$ cat src/rtl/muldiv_seq.sv
// Multi-cycle MULT/MULTU/DIV/DIVU sequencer that owns the HI/LO pair.
// One bit per cycle through a shared 33-bit accumulator; sign fix-up after the loop.
module muldiv_seq #(
  parameter int DATA_W = 32
) (
  input  logic              clk,
  input  logic              reset,
  input  logic              start,
  input  logic [1:0]        op,
  input  logic [DATA_W-1:0] src_a,
  input  logic [DATA_W-1:0] src_b,
  input  logic              cancel,
  input  logic              mthi,
  input  logic              mtlo,
  input  logic [DATA_W-1:0] wdata,
  output logic              busy,
  output logic              done,
  output logic              div_by_zero,
  output logic [DATA_W-1:0] hi,
  output logic [DATA_W-1:0] lo
);

  localparam int CNT_W = $clog2(DATA_W);

  typedef enum logic [1:0] {IDLE, PREP, RUN, FIX} state_t;

  state_t            state;
  logic [CNT_W-1:0]  cnt;
  logic [DATA_W:0]   acc;     // product upper half / partial remainder
  logic [DATA_W-1:0] low;     // multiplier shifting out / quotient shifting in
  logic [DATA_W-1:0] opnd;    // multiplicand / divisor magnitude
  logic [DATA_W-1:0] a_raw;
  logic [DATA_W-1:0] b_raw;
  logic              is_div;
  logic              is_signed;
  logic              sign_q;
  logic              sign_r;

  logic [DATA_W-1:0]   mag_a;
  logic [DATA_W-1:0]   mag_b;
  logic [DATA_W:0]     rem_sh;
  logic [DATA_W+1:0]   trial;
  logic [DATA_W:0]     msum;
  logic [DATA_W:0]     madd;
  logic [2*DATA_W-1:0] prod;
  logic [2*DATA_W-1:0] prod_fix;
  logic [DATA_W-1:0]   quot_fix;
  logic [DATA_W-1:0]   rem_fix;

  // NOTE: every always_comb output gets a value on every path, so no latch is inferred.
  always_comb begin
    mag_a    = (is_signed && a_raw[DATA_W-1]) ? -a_raw : a_raw;
    mag_b    = (is_signed && b_raw[DATA_W-1]) ? -b_raw : b_raw;
    rem_sh   = {acc[DATA_W-1:0], low[DATA_W-1]};
    // Top bit of the widened subtract is the borrow: set when rem_sh < divisor.
    trial    = {1'b0, rem_sh} - {2'b00, opnd};
    msum     = acc + {1'b0, opnd};
    madd     = low[0] ? msum : acc;
    prod     = {acc[DATA_W-1:0], low};
    prod_fix = sign_q ? -prod : prod;
    quot_fix = sign_q ? -low : low;
    rem_fix  = sign_r ? -acc[DATA_W-1:0] : acc[DATA_W-1:0];
  end

  // NOTE: sequential state uses non-blocking assignments so all registers update together.
  always_ff @(posedge clk or posedge reset) begin
    if (reset) begin
      state       <= IDLE;
      cnt         <= '0;
      acc         <= '0;
      low         <= '0;
      opnd        <= '0;
      a_raw       <= '0;
      b_raw       <= '0;
      is_div      <= 1'b0;
      is_signed   <= 1'b0;
      sign_q      <= 1'b0;
      sign_r      <= 1'b0;
      busy        <= 1'b0;
      done        <= 1'b0;
      div_by_zero <= 1'b0;
      hi          <= '0;
      lo          <= '0;
    end else begin
      done        <= 1'b0;
      div_by_zero <= 1'b0;
      if (state != IDLE && cancel) begin
        state <= IDLE;
        busy  <= 1'b0;
      end else begin
        case (state)
          IDLE: begin
            if (mthi) hi <= wdata;
            if (mtlo) lo <= wdata;
            if (start && !cancel) begin
              a_raw     <= src_a;
              b_raw     <= src_b;
              is_div    <= op[1];
              is_signed <= ~op[0];
              busy      <= 1'b1;
              state     <= PREP;
            end
          end
          PREP: begin
            low    <= is_div ? mag_a : mag_b;
            opnd   <= is_div ? mag_b : mag_a;
            acc    <= '0;
            sign_q <= is_signed & (a_raw[DATA_W-1] ^ b_raw[DATA_W-1]);
            sign_r <= is_signed & a_raw[DATA_W-1];
            cnt    <= CNT_W'(DATA_W - 1);
            state  <= RUN;
          end
          RUN: begin
            if (is_div) begin
              if (!trial[DATA_W+1]) begin
                acc <= trial[DATA_W:0];
                low <= {low[DATA_W-2:0], 1'b1};
              end else begin
                acc <= rem_sh;
                low <= {low[DATA_W-2:0], 1'b0};
              end
            end else begin
              acc <= {1'b0, madd[DATA_W:1]};
              low <= {madd[0], low[DATA_W-1:1]};
            end
            cnt <= cnt - 1'b1;
            if (cnt == '0) state <= FIX;
          end
          FIX: begin
            busy  <= 1'b0;
            done  <= 1'b1;
            state <= IDLE;
            if (!is_div) begin
              hi <= prod_fix[2*DATA_W-1:DATA_W];
              lo <= prod_fix[DATA_W-1:0];
            end else if (b_raw == '0) begin
              lo          <= '1;
              hi          <= a_raw;
              div_by_zero <= 1'b1;
            end else begin
              lo <= quot_fix;
              hi <= rem_fix;
            end
          end
          default: state <= IDLE;
        endcase
      end
    end
  end

endmodule

$ cat config.mk
export PLATFORM = sky130hd
export DESIGN_NAME = muldiv_seq
export DESIGN_NICKNAME = d
export VERILOG_FILES = /design/src/rtl/muldiv_seq.sv
export SDC_FILE = /design/constraint.sdc
export NUM_CORES = 1
export LEC_CHECK = 0
export CAP_MARGIN = 20
export CORE_MARGIN = 8
export CORE_UTILIZATION = 45
export DETAILED_ROUTE_END_ITERATION = 8
export HOLD_SLACK_MARGIN = 0.15
export PLACE_DENSITY = 0.63
export SLEW_MARGIN = 0
export SYNTH_ARGS = -nofsm -noshare
export SYNTH_HDL_FRONTEND = slang
export SYNTH_SLANG_ARGS = --single-unit
export TNS_END_PERCENT = 50
$ cat constraint.sdc
create_clock -name clk -period 9.8 [get_ports clk]
set_input_delay 1.96 -clock clk [delete_from_list [all_inputs] [get_ports clk]]
set_output_delay 1.96 -clock clk [all_outputs]
set_load 0.02 [all_outputs]
Word-level counts from Yosys, hierarchy flattened
Cells that the tools add are included.
{"block": "totals", "regBits": 239, "input_bits": 104, "out_inout_bits": 67, "word_cells": 91}
{"block": "op_classes", "add_sub_neg": 8, "eq_ne": 7, "muxes": 36, "n_bitwise": 5, "reduce_logical": 19}
{"op": "2-to-1 mux 32 bit", "n": 13}
{"op": "one-hot mux 32 bit (2 select lines)", "n": 3}
{"op": "negation 32 bit", "n": 4}
{"op": "2-to-1 mux 33 bit", "n": 3}
{"op": "one-hot mux 33 bit (2 select lines)", "n": 1}
{"op": "2-to-1 mux 64 bit", "n": 1}
{"op": "negation 64 bit", "n": 1}
{"op": "subtractor 33 x 32 -> 34 bit", "n": 1}
{"op": "adder 33 x 32 -> 33 bit", "n": 1}
{"op": "logical NOT 32 bit", "n": 1}
{"op": "one-hot mux 5 bit (2 select lines)", "n": 1}
{"op": "2-to-1 mux 1 bit", "n": 9}
{"op": "AND reduction 3 bit", "n": 3}
{"op": "one-hot mux 2 bit (4 select lines)", "n": 1}
{"op": "AND reduction 2 bit", "n": 4}
{"op": "2-to-1 mux 2 bit", "n": 3}
{"op": "!= test 3 bit, second input constant", "n": 2}
{"op": "nonzero test 2 bit", "n": 3}
{"op": "logical NOT 5 bit", "n": 1}
{"op": "subtractor 5 x 1 -> 5 bit, second input constant", "n": 1}
{"op": "== test 2 bit, second input constant", "n": 2}
{"op": "logical AND 1 bit", "n": 4}
{"op": "!= test 2 bit, second input constant", "n": 2}
{"op": "nonzero test 3 bit", "n": 1}
{"op": "7 further kinds", "n": 9}

Logic depth before layout (Yosys ltp)
{"block": "depth", "word_depth": 5, "ltp_mapped": 14, "mapped_depth_nobuf": 13}

Least setup slack after synthesis
No wires, ideal clock.
{"block": "synth_timing", "kind": "register -> register", "startpoint": "reg low[31]", "endpoint": "reg acc[30]", "setup_time_ns": 0.120, "arrival_ns": 3.435, "required_ns": 9.680, "slack_ns": 6.245, "path_stages_with_launch": 14, "n_path_buf": 0, "period_less_slack_ns": 3.555, "cell_sequence": "dfrtp_1 -> inv_1 -> ha_1 -> inv_1 -> fa_1 -> a211oi_1 -> o211ai_1 -> a2111oi_0 -> o21ai_0 -> a21boi_0 -> o21ai_0 -> xnor2_1 -> nand4_1 -> o211a_1"}
{"block": "synth_via", "elab_chain_len": 4}
{"element": "start: declaration", "line": "30", "text": "logic [DATA_W-1:0] low;"}
{"element": "start signal: assignment", "line": "105", "text": "low <= is_div ? mag_a : mag_b;"}
{"element": "start signal: assignment", "line": "117", "text": "low <= {low[DATA_W-2:0], 1'b1};"}
{"element": "start signal: assignment", "line": "120", "text": "low <= {low[DATA_W-2:0], 1'b0};"}
{"element": "subtractor 33 x 32 -> 34 bit", "line": "56", "text": "trial = {1'b0, rem_sh} - {2'b00, opnd};"}
{"element": "2-to-1 mux 33 bit", "line": "115", "text": "if (!trial[DATA_W+1]) begin"}
{"element": "2-to-1 mux 33 bit", "line": "114", "text": "if (is_div) begin"}
{"element": "one-hot mux 33 bit (2 select lines)", "line": "91", "text": "case (state)"}
{"element": "end signal: assignment", "line": "116", "text": "acc <= trial[DATA_W:0];"}
{"element": "end signal: assignment", "line": "119", "text": "acc <= rem_sh;"}
{"element": "end signal: assignment", "line": "123", "text": "acc <= {1'b0, madd[DATA_W:1]};"}
{"element": "end: declaration", "line": "29", "text": "logic [DATA_W:0] acc;"}
No other way between the ends.
A chain may end at the register's enable or synchronous reset.

Worst setup path in the final report
Ends and elaborated chain as after synthesis.

==> summary.txt <==
Yosys
  – Synthesized area: 18900 µm²
  – Avg Cell Area, Syn: 8.36 µm²
  – Ys flop type: dfrtp_1
  – Synth unique cells: 82
  – Syn Inst Count: 2259
  – Post-synthesis async set-or-reset flop share: 1.00
  – #FFs+latches synth: 239
  – Syn_nets: 2439
  – Sequential share of the synthesized area: 0.317
  – Yosys warnings: 0
  – Count of flip-flops with a built-in enable after synthesis: 0

Setup path
  – R2r startpoint: low[31]
  – CP arrival: 4.81 ns
  – Flop2flop setup slack: 5.44 ns
  – Worst-path fanout max: 5
  – R2R depth: 14
  – Critical path buffer and inverter count: 3
  – FF-to-FF End: acc[30]
  – Startpoint Class: flop
  – Critical path type: flop to flop
  – Critical path's top delay family: compound AO/OA/AOI/OAI gates
  – Cells along the critical path: inv_1 -> ha_1 -> inv_1 -> fa_1 -> a211oi_1 -> o211ai_1 -> a2111oi_0 -> buf_4 -> o21ai_0 -> a21boi_0 -> o21ai_0 -> xnor2_1 -> nand4_1 -> o211a_1
  – Crit. End Element: flop
  – Crit path from: low[31]
  – Slowest stage cell, crit path: a21boi_0
  – CP max stage delay: 0.51 ns
  – Req. time, crit path: 10.26 ns

Hold path
  – WHS Endpoint: lo[29]
  – Hold_sp: lo[29]
  – Min-delay worst type: flop to flop
  – Worst hold stages: 2

Timing
  – Max Clk Rate: 0.229 GHz
  – Slew headroom: 0.254
  – Endpoints failing hold: 0
  – Slew Viols, Final: 0
  – Setup violators final: 0
  – RSZ-0062 raised after global routing: no
  – Worst-Margin Slew: 1.12 ns
  – Minimum clock period: 4.36 ns
  – Period utilization: 0.445
  – TNS Setup: 0 ns
  – Clock skew: 0.0133 ns

Power
  – Leak pwr: 0.00909 µW
  – Internal: 4610 µW
  – Worst IR Drop VDD: 0.000191 V
  – Sw frac: 0.520
  – Power Total: 9610 µW
  – Power Dens Cells: 440 nW/µm²
  – Psw: 5000 µW
  – Sequential group share of total power: 0.239
  – Clock Power Share: 0.121
  – Logic gate share of total power: 0.640

Cells and area
  – Final Util: 0.524
  – Layout net count: 2495
  – Synth-to-Final Area Change: 15.6%
  – Share of cells above drive strength 1: 0.0835

Drt
  – Via/cell ratio: 6.25
  – Iter 0 DRT Violations: 1787
  – 1st-pass router iterations: 6
  – Routed length per instance: 23.7 µm
  – Routed Antenna Nets: 0
  – Drt total wl: 68.1 mm
  – DRC Markers: 0
  – Vias: 18000

Floorplanning
  – Site Rows: 75
  – Total core area: 41700 µm²
  – Starting Density: 0.453
  – Full die area: 48800 µm²
  – Die Y: 221 µm
  – IO Count: 171
  – Die X: 221 µm

Global route
  – Vias in the first global route: 17100
  – Overflow after GRT: 0
  – Initial antenna violation count: 1
  – First-pass GRT wire length: 105 mm
  – Largest net degree at the start of global routing: 103
  – GRT Total Usage: 0.269

Placement
  – DP Wirelength: 51.3 mm
  – Routability Congestion: 0.958
  – IO buf count: 170

Job
  – Number of max-cap violations: 0

Clock tree
  – CTS tree: done
  – Postcts setup bufs: 0
  – Root buffer cell: clkbuf_16
  – Clock Path Buffers: 3
  – CTS Sinks: 239
  – Clock latency on the worst-skew pair: 0.58 ns
  – Hold buffers post-CTS: 0
  – CTS Buf Count: 28
  – Clk slew on worst S/H paths: 0.07 ns
  – PostCTS Resize Cnt: 0
  – H-tree depth: 1

Outcome
  – Status: finished clean
final cells by class:
type | count | area (µm²)
diodes | 1 | 2.50
clock buffers | 41 | 831
clock inverters | 10 | 185
fillers | 3909 | 19800
inverters | 74 | 285
multi-input cells | 1777 | 12000
flip-flops and latches | 239 | 5990
well taps | 539 | 674
repair buffers | 195 | 1900
through the flow:
| step | setup slack (ns) | cell area (µm²) | hold slack [ns] | instances |
|---|---|---|---|---|
| 6_report | 5.44 | 21800 | 0.479 | 2876 |
| 5_1_grt | 5.32 | 21800 | 0.509 | 2875 |
| 4_1_cts | 5.60 | 21800 | 0.483 | 2874 |
| 3_5_place_dp | 5.30 | 20800 | 0.470 | 2823 |
| 3_3_place_gp | 5.34 | 20800 | 0.461 | 2823 |
| 2_1_floorplan | 1.28 | 18900 | 0.462 | 2259 |
registers in the layout, indices dropped and copies added (netlist names), 2 cells and up:
signal,count
lo,32
state,2
hi,32
cnt,5
low,32
acc,33
a_raw,32
b_raw,32
opnd,32
synth_stat cells (17+ instances only):
cell	n	area, µm²
ha_1	74	926
nand3_1	30	150
nor2_1	140	526
clkbuf_1	137	514
dfrtp_1	239	5980
inv_1	73	274
mux2i_1	51	510
a211oi_1	33	248
o31ai_1	32	240
xor2_1	73	639
o22ai_1	41	257
buf_1	17	63.8
nand2b_1	23	144
nand4_1	19	119
a31oi_1	25	156
nand2_1	308	1160
or3_1	20	125
a21o_1	25	188
nor3_1	36	180
o21ai_0	220	1100
mux4_2	23	518
o211ai_1	30	225
mux2_2	70	788
xnor2_1	121	1060
a21oi_1	144	721
nor3b_1	21	158
per-layer routing:
layer | part of all wire | vias up | wire (µm) | global-route usage
met5 | 0 | - | 0 | 0
met4 | 0.035 | 0 | 2390 | 0.0867
met3 | 0.081 | 127 | 5500 | 0.0513
met2 | 0.44 | 824 | 30000 | 0.418
met1 | 0.44 | 8752 | 30200 | 0.373
li1 | - | 8265 | - | -
logic make-up after synthesis:
| group | share of synthesized area |
|---|---|
| AO/OA/AOI/OAI | 0.220 |
| XOR/XNOR | 0.0900 |
| buffers and inverters | 0.0505 |
| flip-flops | 0.317 |
| AND/OR/NAND/NOR | 0.173 |
| multiplexers | 0.0990 |
| adder cells (fa/ha/maj) | 0.0512 |
worst max path at each step:
stage | end | cells after the start | slack (ns)
after CTS | acc[30] | 14 | 5.60
final | acc[30] | 14 | 5.44
after floorplan | a_raw[0] | 1 | 1.28
after global placement | hi[24] | 7 | 5.34
after global routing | acc[30] | 14 | 5.32
after detailed placement | hi[24] | 7 | 5.30
tightest hold or removal path, stage by stage (launching register included):
cell and delay [ns]:
dfrtp_1 0.34, nand2_1 0.05, o21ai_0 0.06
cell usage in the layout (no fill, tap or decap), drive strengths merged, types with 30 or more instances in the layout:
cell           netlist  final
nand3               30     30
o22ai               41     41
o211ai              30     30
mux2i               51     51
xnor2              121    121
o21ai              224    224
inv                 73     73
ha                  74     74
nor3                36     36
a211oi              33     33
clkdlybuf4s50        0    170
mux2                70     70
xor2                73     73
nand2              308    308
a21oi              144    144
nor2               140    140
dfrtp              239    239
clkbuf             139     41
o31ai               32     32
power by group through the flow:
stage / Combinational (µW) / Sequential (µW) / Clock, µW
after global placement: 5930 / 2280 / 0
after CTS: 6020 / 2280 / 1180
after global routing: 6690 / 2340 / 1220
final: 6150 / 2290 / 1160
after floorplan: 4310 / 1990 / 0
after detailed placement: 5990 / 2300 / 0
No activity file was read; power rests on OpenSTA's default activity.
